===== src/rtl/usb_protocol_fsm.sv =====
// Host-side USB transaction engine: token (+OUT data) out, handshake or IN data back, bounded retries.
// Define USB_PTCL_ERR_CNT_EN to build the saturating attempt-failure counter on err_cnt.
module usb_protocol_fsm #(
  parameter int MAX_ATTEMPT = 8,
  parameter int TIMEOUT_CYC = 255,
  parameter int TO_W        = 8
) (
  input  logic        clk,
  input  logic        rst,
  input  logic        xfer_req,
  input  logic [18:0] token_pkt_in,
  input  logic [71:0] data_pkt_in,
  output logic        ptcl_ready,
  output logic        ptcl_done,
  output logic        ptcl_success,
  output logic [63:0] ptcl_data,
  output logic        tx_valid,
  input  logic        tx_ready,
  output logic [1:0]  tx_kind,
  output logic [71:0] tx_pkt,
  input  logic        tx_done,
  input  logic        rx_valid,
  input  logic [7:0]  rx_pid,
  input  logic [63:0] rx_data,
  input  logic        rx_crc_ok,
  output logic [7:0]  err_cnt
);

  // state     | meaning
  // IDLE      | ready for a request
  // TX_TOKEN  | token offered to encoder
  // WAIT_TX   | token accepted, waiting for tx_done
  // TX_DATA   | OUT data offered, then waiting for its tx_done (sent=1)
  // WAIT_HS   | waiting for device handshake after OUT data
  // WAIT_DATA | waiting for device DATA after IN token
  // TX_HS     | ACK/NAK offered, then waiting for its tx_done (sent=1)
  // DONE      | ptcl_done pulse, result valid

  localparam logic [7:0] PID_OUT  = 8'b10000111;
  localparam logic [7:0] PID_ACK  = 8'b01001011;
  localparam logic [7:0] PID_NAK  = 8'b01011010;
  localparam logic [7:0] PID_DATA = 8'b11000011;
  localparam int AW = $clog2(MAX_ATTEMPT + 1);
  localparam logic [AW-1:0]   ATT_MAX = AW'(MAX_ATTEMPT);
  localparam logic [TO_W-1:0] TO_LAST = TO_W'(TIMEOUT_CYC);

  typedef enum logic [2:0] {
    IDLE, TX_TOKEN, WAIT_TX, TX_DATA, WAIT_HS, WAIT_DATA, TX_HS, DONE
  } state_t;

  state_t          state;
  logic [18:0]     tok_q;
  logic [71:0]     dat_q;
  logic [AW-1:0]   attempt;
  logic [TO_W-1:0] timer;
  logic            sent;
  logic            hs_ack;
  logic            timed_out;
  logic            pass_evt;
  logic            fail_evt;

  assign timed_out = (timer == TO_LAST);

  // Terminal outcomes of one attempt; a response arriving on the expiry cycle takes priority.
  always_comb begin
    pass_evt = 1'b0;
    fail_evt = 1'b0;
    case (state)
      WAIT_HS: begin
        if (rx_valid) begin
          if (rx_pid == PID_ACK) pass_evt = 1'b1;
          else                   fail_evt = 1'b1;
        end else if (timed_out) begin
          fail_evt = 1'b1;
        end
      end
      WAIT_DATA: begin
        if (rx_valid) begin
          if (rx_pid != PID_DATA) fail_evt = 1'b1;
        end else if (timed_out) begin
          fail_evt = 1'b1;
        end
      end
      TX_HS: begin
        if (sent && tx_done) begin
          if (hs_ack) pass_evt = 1'b1;
          else        fail_evt = 1'b1;
        end
      end
      default: ;
    endcase
  end

  always_ff @(posedge clk) begin
    if (rst) begin
      state        <= IDLE;
      ptcl_ready   <= 1'b1;
      ptcl_done    <= 1'b0;
      ptcl_success <= 1'b0;
      ptcl_data    <= '0;
      tx_valid     <= 1'b0;
      tx_kind      <= 2'b00;
      tx_pkt       <= '0;
      tok_q        <= '0;
      dat_q        <= '0;
      attempt      <= '0;
      timer        <= '0;
      sent         <= 1'b0;
      hs_ack       <= 1'b0;
    end else begin
      ptcl_done <= 1'b0;
      case (state)
        IDLE: begin
          if (xfer_req) begin
            tok_q        <= token_pkt_in;
            dat_q        <= data_pkt_in;
            attempt      <= AW'(1);
            ptcl_ready   <= 1'b0;
            ptcl_success <= 1'b0;
            tx_valid     <= 1'b1;
            tx_kind      <= 2'b00;
            tx_pkt       <= {53'b0, token_pkt_in};
            state        <= TX_TOKEN;
          end
        end
        TX_TOKEN: begin
          if (tx_ready) begin
            tx_valid <= 1'b0;
            state    <= WAIT_TX;
          end
        end
        WAIT_TX: begin
          if (tx_done) begin
            if (tok_q[18:11] == PID_OUT) begin
              tx_valid <= 1'b1;
              tx_kind  <= 2'b01;
              tx_pkt   <= dat_q;
              state    <= TX_DATA;
            end else begin
              timer <= '0;
              state <= WAIT_DATA;
            end
          end
        end
        TX_DATA: begin
          if (!sent) begin
            if (tx_ready) begin
              tx_valid <= 1'b0;
              sent     <= 1'b1;
            end
          end else if (tx_done) begin
            sent  <= 1'b0;
            timer <= '0;
            state <= WAIT_HS;
          end
        end
        WAIT_HS: timer <= timer + TO_W'(1);
        WAIT_DATA: begin
          timer <= timer + TO_W'(1);
          if (rx_valid && rx_pid == PID_DATA) begin
            hs_ack <= rx_crc_ok;
            if (rx_crc_ok) ptcl_data <= rx_data;
            tx_valid <= 1'b1;
            tx_kind  <= 2'b10;
            tx_pkt   <= {64'b0, (rx_crc_ok ? PID_ACK : PID_NAK)};
            state    <= TX_HS;
          end
        end
        TX_HS: begin
          if (!sent) begin
            if (tx_ready) begin
              tx_valid <= 1'b0;
              sent     <= 1'b1;
            end
          end else if (tx_done) begin
            sent <= 1'b0;
          end
        end
        DONE: begin
          ptcl_ready <= 1'b1;
          state      <= IDLE;
        end
        default: state <= IDLE;
      endcase

      if (pass_evt) begin
        state        <= DONE;
        ptcl_done    <= 1'b1;
        ptcl_success <= 1'b1;
      end else if (fail_evt) begin
        if (attempt < ATT_MAX) begin
          attempt  <= attempt + AW'(1);
          tx_valid <= 1'b1;
          tx_kind  <= 2'b00;
          tx_pkt   <= {53'b0, tok_q};
          state    <= TX_TOKEN;
        end else begin
          state        <= DONE;
          ptcl_done    <= 1'b1;
          ptcl_success <= 1'b0;
        end
      end
    end
  end

`ifdef USB_PTCL_ERR_CNT_EN
  logic [7:0] err_q;

  always_ff @(posedge clk) begin
    if (rst)                           err_q <= '0;
    else if (fail_evt && err_q != 8'hFF) err_q <= err_q + 8'd1;
  end

  assign err_cnt = err_q;
`else
  assign err_cnt = 8'h00;
`endif

endmodule


===== config.mk =====
export PLATFORM = sky130hd
export DESIGN_NAME = usb_protocol_fsm
export DESIGN_NICKNAME = d
export VERILOG_FILES = /design/src/rtl/usb_protocol_fsm.sv
export SDC_FILE = /design/constraint.sdc
export NUM_CORES = 1
export LEC_CHECK = 0
export ABC_AREA = 1
export BUFFER_PORTS_ARGS = -buffer_cell sky130_fd_sc_hd__clkbuf_2
export CAP_MARGIN = 15
export CORE_AREA = 3 3 144 146
export DETAILED_ROUTE_END_ITERATION = 7
export DIE_AREA = 0 0 147 149
export PLACE_DENSITY_LB_ADDON = 0.08
export SLEW_MARGIN = 30
export SYNTH_ARGS = -nofsm -noshare
export SYNTH_HDL_FRONTEND = slang
export SYNTH_SLANG_ARGS = --single-unit

===== constraint.sdc =====
create_clock -name clk -period 2.5 [get_ports clk]
set_clock_uncertainty 0.15 [all_clocks]
set_input_delay 0.75 -clock clk [delete_from_list [all_inputs] [get_ports clk]]
set_output_delay 0.75 -clock clk [all_outputs]
set_load 0.01 [all_outputs]

==> summary.txt, run 1 <==
run status = complete, no violations
largest stage delay on the critical path = 0.37 ns
final hold slack = 0.292 ns
number of H-tree levels = 1
cts bufs inserted = 27
fmax = 477 MHz
initial antenna violation count = 1
Setup-failing EPs final = 0
Clk Latency, worst-skew pair = 0.52 ns
aggregate global-route resource usage = 0.235
CTS sink cnt = 250
Initial DRT Pass Iterations = 5
floorplan row count = 51
# IOs = 320
Die W = 147 um
final worst-path cycle share = 0.839
starting density of the core = 0.495
total design power = 11.9 mW
Leak Pwr = 5.22 nW
max-slew violation count = 0
MaxCap Viol Count = 0
Hold Buf Count CTS = 0
Clock transition at path regs = 0.06 ns
worst path required time = 2.75 ns
first-pass GRT wire length = 43200 um
gr ovfl total = 0
Yosys Warn Count = 0
largest net degree at the start of global routing = 111
VDD IR max = 0.651 mV
IO Port Bufs = 311
Yosys reg bits = 250
synth-to-layout area growth = 27.6%
Critical-path top delay cell = dfxtp_1
CP top delay family = simple AND/OR/NAND/NOR gates
clk buf depth = 3
n_diodes = 0
Pwr Density = 966 mW/mm^2
CTS root buf = clkbuf_16
Die Area = 0.0219 mm^2
crit path DAT = 2.35 ns
fin crit period = 2.10 ns
DRC viols = 0
CP Capture Type = register
leading cell type in the layout, fill and taps excluded = clkbuf_2
setup TNS = 0 ns
endpoints failing hold = 0
crit start category = register
CTS tree = done
Routability Congestion = 0.897
Crit Path Category = reg -> reg
Resize count post-CTS = 0
Critical Path Fanout Max = 29
layout cells sized above 1 = 0.259
Mean Syn Cell Area = 7.67 um^2
critical path, cell by cell = inv_2 -> nor2_4 -> inv_2 -> nor2_1 -> nand2_1 -> nand2_2 -> nand2_4 -> nand2_8 -> nand2_8 -> nand2_4 -> buf_12 -> a21oi_1
vias per cell = 5.06
WP buf/inv = 3
count of cell types in the netlist = 35
Vias = 9210
antenna viol nets, final = 0
core footprint = 0.0195 mm^2
final wirelength = 27300 um
WL/cell = 15.0 um
via count of the first global-routing pass = 8411
final net count = 1707
drt first-iter violations = 473
setup bufs post-CTS = 0
post-synthesis sequential area ratio = 0.517
post-DP HPWL = 18500 um
Post-Syn Instances = 1261
cell area after synthesis = 0.00967 mm^2
commonest non-fill, non-tap cells in the layout = clkbuf_2, nand2_1, dfxtp_1
Tightest Hold Check Type = reg -> reg
RSZ-0062 raised after global routing = false
die height = 149 um
## flip-flops by register name, summed over array words and instances (netlist names)
| register | flops |
|---|---|
| attempt | 4 |
| dat_q | 72 |
| hs_ack | 1 |
| ptcl_data | 64 |
| ptcl_done | 1 |
| ptcl_ready | 1 |
| ptcl_success | 1 |
| sent | 1 |
| state | 3 |
| timer | 8 |
| tok_q | 19 |
| tx_kind | 2 |
| tx_pkt | 72 |
| tx_valid | 1 |
## cell usage after synthesis
cell type / n / area (um^2)
nor2_2: 2 / 12.5
a211oi_1: 1 / 7.51
o21bai_1: 2 / 15.0
a21oi_1: 230 / 1150
buf_2: 27 / 135
inv_2: 6 / 22.5
o21ai_1: 66 / 330
buf_1: 5 / 18.8
o211ai_1: 16 / 120
nand2_1: 261 / 980
or2_2: 2 / 12.5
buf_4: 14 / 105
nand2_2: 3 / 18.8
nand2_8: 2 / 40.0
clkinv_1: 1 / 3.75
a21oi_2: 1 / 8.76
nor2_4: 2 / 22.5
nor2_1: 70 / 263
and2b_1: 1 / 7.51
clkbuf_1: 43 / 161
nand4_1: 10 / 62.6
inv_1: 99 / 372
nand3_1: 23 / 115
a21o_1: 1 / 7.51
conb_1: 1 / 3.75
nand3_2: 1 / 10.0
nand2_4: 2 / 22.5
o21ai_0: 108 / 541
o22ai_1: 1 / 6.26
inv_4: 1 / 6.26
buf_6: 4 / 45.0
ha_1: 2 / 25.0
nor3_1: 2 / 10.0
or2_1: 1 / 6.26
dfxtp_1: 250 / 5000
## tightest hold or removal path, delay by kind of cell (launching register included)
family,cells,cell delay (ns)
AOI/OAI and AO/OA,1,0.05
DFF,1,0.31
buffers and inverters,1,0.04
## logic make-up after synthesis
family	Yosys count	share of synthesized area
compound gates	426	0.226
fa+ha+maj	2	0.00259
other cells	1	0.000388
buf+inv	200	0.0899
flops	250	0.517
simple gates	382	0.164
## metal layers
metal | vias to the layer above | routed length (um) | track usage
met1 | 4169 | 11600 | 0.306
met3 | 44 | 2060 | 0.0602
met2 | 311 | 12900 | 0.391
met5 | - | 9 | 0
met4 | 2 | 724 | 0.0666
li1 | 4684 | - | -
## layout make-up
| cell class | instances | area, um^2 |
|---|---|---|
| Sequential cell | 250 | 5000 |
| Clock inverter | 13 | 129 |
| Inverter | 107 | 404 |
| Timing Repair Buffer | 331 | 1860 |
| Multi-Input combinational cell | 818 | 3840 |
| Tap cell | 265 | 332 |
| Fill cell | 1860 | 7190 |
| Clock buffer | 35 | 776 |
## power breakdown
| group | switching (mW) | internal [mW] |
|---|---|---|
| registers | 0.266 | 4.45 |
| clock network | 1.58 | 2.39 |
| logic | 2.20 | 1.04 |
| total | 4.05 | 7.88 |
## metrics by stage
| step | util | cell area (um^2) | worst slack (ns) | std cells |
|---|---|---|---|---|
| CTS | 0.632 | 12300 | 0.392 | 1819 |
| finish | 0.632 | 12300 | 0.402 | 1819 |
| global placement | 0.586 | 11400 | 0.134 | 1771 |
| detailed placement | 0.586 | 11400 | 0.0807 | 1771 |
| floorplan | - | 9700 | 0.402 | 1268 |
| global route | 0.632 | 12300 | 0.208 | 1819 |
## path summary, 6_finish.rpt
kind,startpoint,to,slack [ns],cells past startpoint
setup reg to reg,state[2],tx_pkt[35],0.40,12
hold / removal,ptcl_data[30],ptcl_data[30],0.29,2
hold reg to reg,ptcl_data[30],ptcl_data[30],0.29,2
setup / recovery,state[2],tx_pkt[35],0.40,12
No activity file was read; power rests on OpenSTA's default activity.
==> run 2: changes to the inputs <==
==> constraint.sdc (replaced) <==
create_clock -name clk -period 2.2 [get_ports clk]
set_clock_uncertainty 0.15 [all_clocks]
set_input_delay 0.66 -clock clk [delete_from_list [all_inputs] [get_ports clk]]
set_output_delay 0.66 -clock clk [all_outputs]
set_load 0.01 [all_outputs]
==> run 2 against run 1 <==
  * Critical path type unchanged
  * Largest cell class unchanged
  * Via count shrank 0.27%
  * Hold slack got worse by 0.083 ns
  * Clock power grew 11%
  * Sequential share of layout area decreased by 0.49 points
  * Global-route usage increased by 0.25 points
  * Non-clock buffer count rose by 19
  * Flip-flop and latch count stayed put
  * Routed wire length up 0.46%
  * Die area stayed put
  * Register-to-register slack lost 0.22 ns
  * First-iteration DRC count is 6.1% lower
  * Total power rose by 14%
==> summary.txt, run 2 (synthesis gave the netlist of run 1 again) <==
via count of the first global-routing pass = 8407 (-0.048%)
fin crit period = 2.01 ns (-0.0831 ns)
Post-Layout Cell Count = 1839 (+1.1%)
IO Port Bufs = 311 (unchanged)
vias per cell = 4.99 (-1.4%)
final net count = 1726 (+1.1%)
WL/cell = 14.9 um (-0.63%)
drt first-iter violations = 444 (-6.1%)
Clock transition at path regs = 0.06 ns (about the same)
total design power = 13.6 mW (+14%)
Tightest Hold Check Type = in -> reg
leading cell type in the layout, fill and taps excluded = clkbuf_2
cts bufs inserted = 27 (unchanged)
crit path DAT = 2.28 ns (-0.07 ns)
Vias = 9185 (-0.27%)
# IOs = 320 (unchanged)
CTS sink cnt = 250 (unchanged)
final instance area = 0.0125 mm^2 (+1.2%)
first-pass GRT wire length = 43300 um (+0.18%)
floorplan row count = 51 (unchanged)
commonest non-fill, non-tap cells in the layout = clkbuf_2, nand2_1, dfxtp_1
Routability Congestion = 0.895 (-0.28%)
Setup-failing EPs final = 0 (unchanged)
FF-to-FF End = tx_pkt[11]
CTS root buf = clkbuf_16
critical path, cell by cell = inv_2 -> nor2_4 -> inv_2 -> nor2_4 -> nand2_1 -> nand2_2 -> nand2_4 -> nand2_8 -> nand2_8 -> buf_4 -> o21ai_1 -> nor2_1
RSZ-0062 raised after global routing = false
final wirelength = 27400 um (+0.46%)
Clk Latency, worst-skew pair = 0.53 ns (about the same)
setup TNS = 0 ns (unchanged)
run status = complete, no violations
setup bufs post-CTS = 0 (unchanged)
clk buf depth = 3 (unchanged)
Crit Path Category = reg -> reg
final worst-path cycle share = 0.916 (+0.0767)
Cell Area, Placed = 0.0116 mm^2 (+1.5%)
Initial DRT Pass Iterations = 5 (unchanged)
Worst R2R Start = state[2]
post-place setup slack = -0.0195 ns (-0.100 ns)
DP Cell Count = 1790 (+1.1%)
starting density of the core = 0.495 (unchanged)
CP Capture Type = register
crit start category = register
final hold slack = 0.209 ns (-0.0831 ns)
initial antenna violation count = 1 (unchanged)
reg2reg setup slack = 0.19 ns (-0.22 ns)
Die W = 147 um (unchanged)
gr ovfl total = 0 (unchanged)
Critical-path top delay cell = dfxtp_1
layout cells sized above 1 = 0.266 (+0.00687)
hold path startpoint = data_pkt_in[1]
post-DP HPWL = 19100 um (+3.4%)
n_diodes = 0 (unchanged)
largest stage delay on the critical path = 0.37 ns (about the same)
antenna viol nets, final = 0 (unchanged)
Leak Pwr = 5.32 nW (+1.8%)
hold path depth = 3 (+1)
number of H-tree levels = 1 (unchanged)
DRC viols = 0 (unchanged)
aggregate global-route resource usage = 0.238 (+0.00254)
Largest regs = dat_q (72), tx_pkt (72), ptcl_data (64)
Pwr Density = 1090 mW/mm^2 (+12%)
depth of the most critical reg-to-reg path = 12 (unchanged)
die height = 149 um (unchanged)
largest net degree at the start of global routing = 111 (unchanged)
max-slew violation count = 0 (unchanged)
CTS tree = done
worst path required time = 2.47 ns (-0.28 ns)
MaxCap Viol Count = 0 (unchanged)
Critical Path Fanout Max = 12 (-59%)
Util after Layout = 0.640 (+0.00775)
Die Area = 0.0219 mm^2 (unchanged)
fmax = 496 MHz (+4.1%)
end of the worst hold path = dat_q[1]
Worst Setup Slack, final = 0.185 ns (-0.217 ns)
endpoints failing hold = 0 (unchanged)
core footprint = 0.0195 mm^2 (unchanged)
Hold Buf Count CTS = 0 (unchanged)
synth-to-layout area growth = 29.1%
VDD IR max = 0.811 mV (+25%)
run 2: cell count changes in the layout (fill, tap and decap cells not counted), sizes merged:
cell and delta:
buf +19, clkinv -2, clkbuf +5, bufinv -1, clkinvlp -1
run 2: repair_timing:
action / in CTS / in global routing
endpoints found under the hold margin: 0 / 0
gates resized for setup: 0 / 2
endpoints found under the setup margin: 0 / 29
run 2: where the power goes:
group	leakage, nW	total (mW)	internal [mW]	switching (mW)
sequential	2.03	5.36	5.06	0.307
combinational	2.85	3.82	1.28	2.54
clock	0.443	4.40	2.64	1.76
total	5.32	13.6	8.98	4.60
run 2: layer usage:
layer / global-route usage / vias to the layer above / part of all wire
met3: 0.0510 / 45 / 0.071
li1: - / 4721 / -
met5: 0 / - / 0.00033
met4: 0.0615 / 2 / 0.023
met1: 0.318 / 4112 / 0.44
met2: 0.396 / 305 / 0.46
run 2: worst max-delay path by stage:
stage / startpoint / endpoint / slack (ns)
2_1_floorplan: rx_pid[1] / attempt[0] / 0.19
3_3_place_gp: rx_pid[1] / tx_pkt[34] / 0.02
3_5_place_dp: rx_pid[1] / tx_pkt[27] / -0.02
4_1_cts: state[2] / tx_pkt[47] / 0.14
5_1_grt: timer[0] / tx_pkt[11] / 0.02
6_report: state[2] / tx_pkt[11] / 0.19
run 2: layout make-up:
type / instances / area [um^2]
fill: 1793 / 7040
sequential: 250 / 5000
multi-input combinational: 818 / 3840
timing repair buffer: 350 / 2030
clock buffer: 40 / 805
inverter: 107 / 407
tap: 265 / 332
clock inverter: 9 / 77.6
run 2: critical path: cells and delay by family (launching register included):
kind | cells | cell delay, ns
simple gates | 8 | 0.88
buf+inv | 3 | 0.38
flops | 1 | 0.37
compound gates | 1 | 0.13
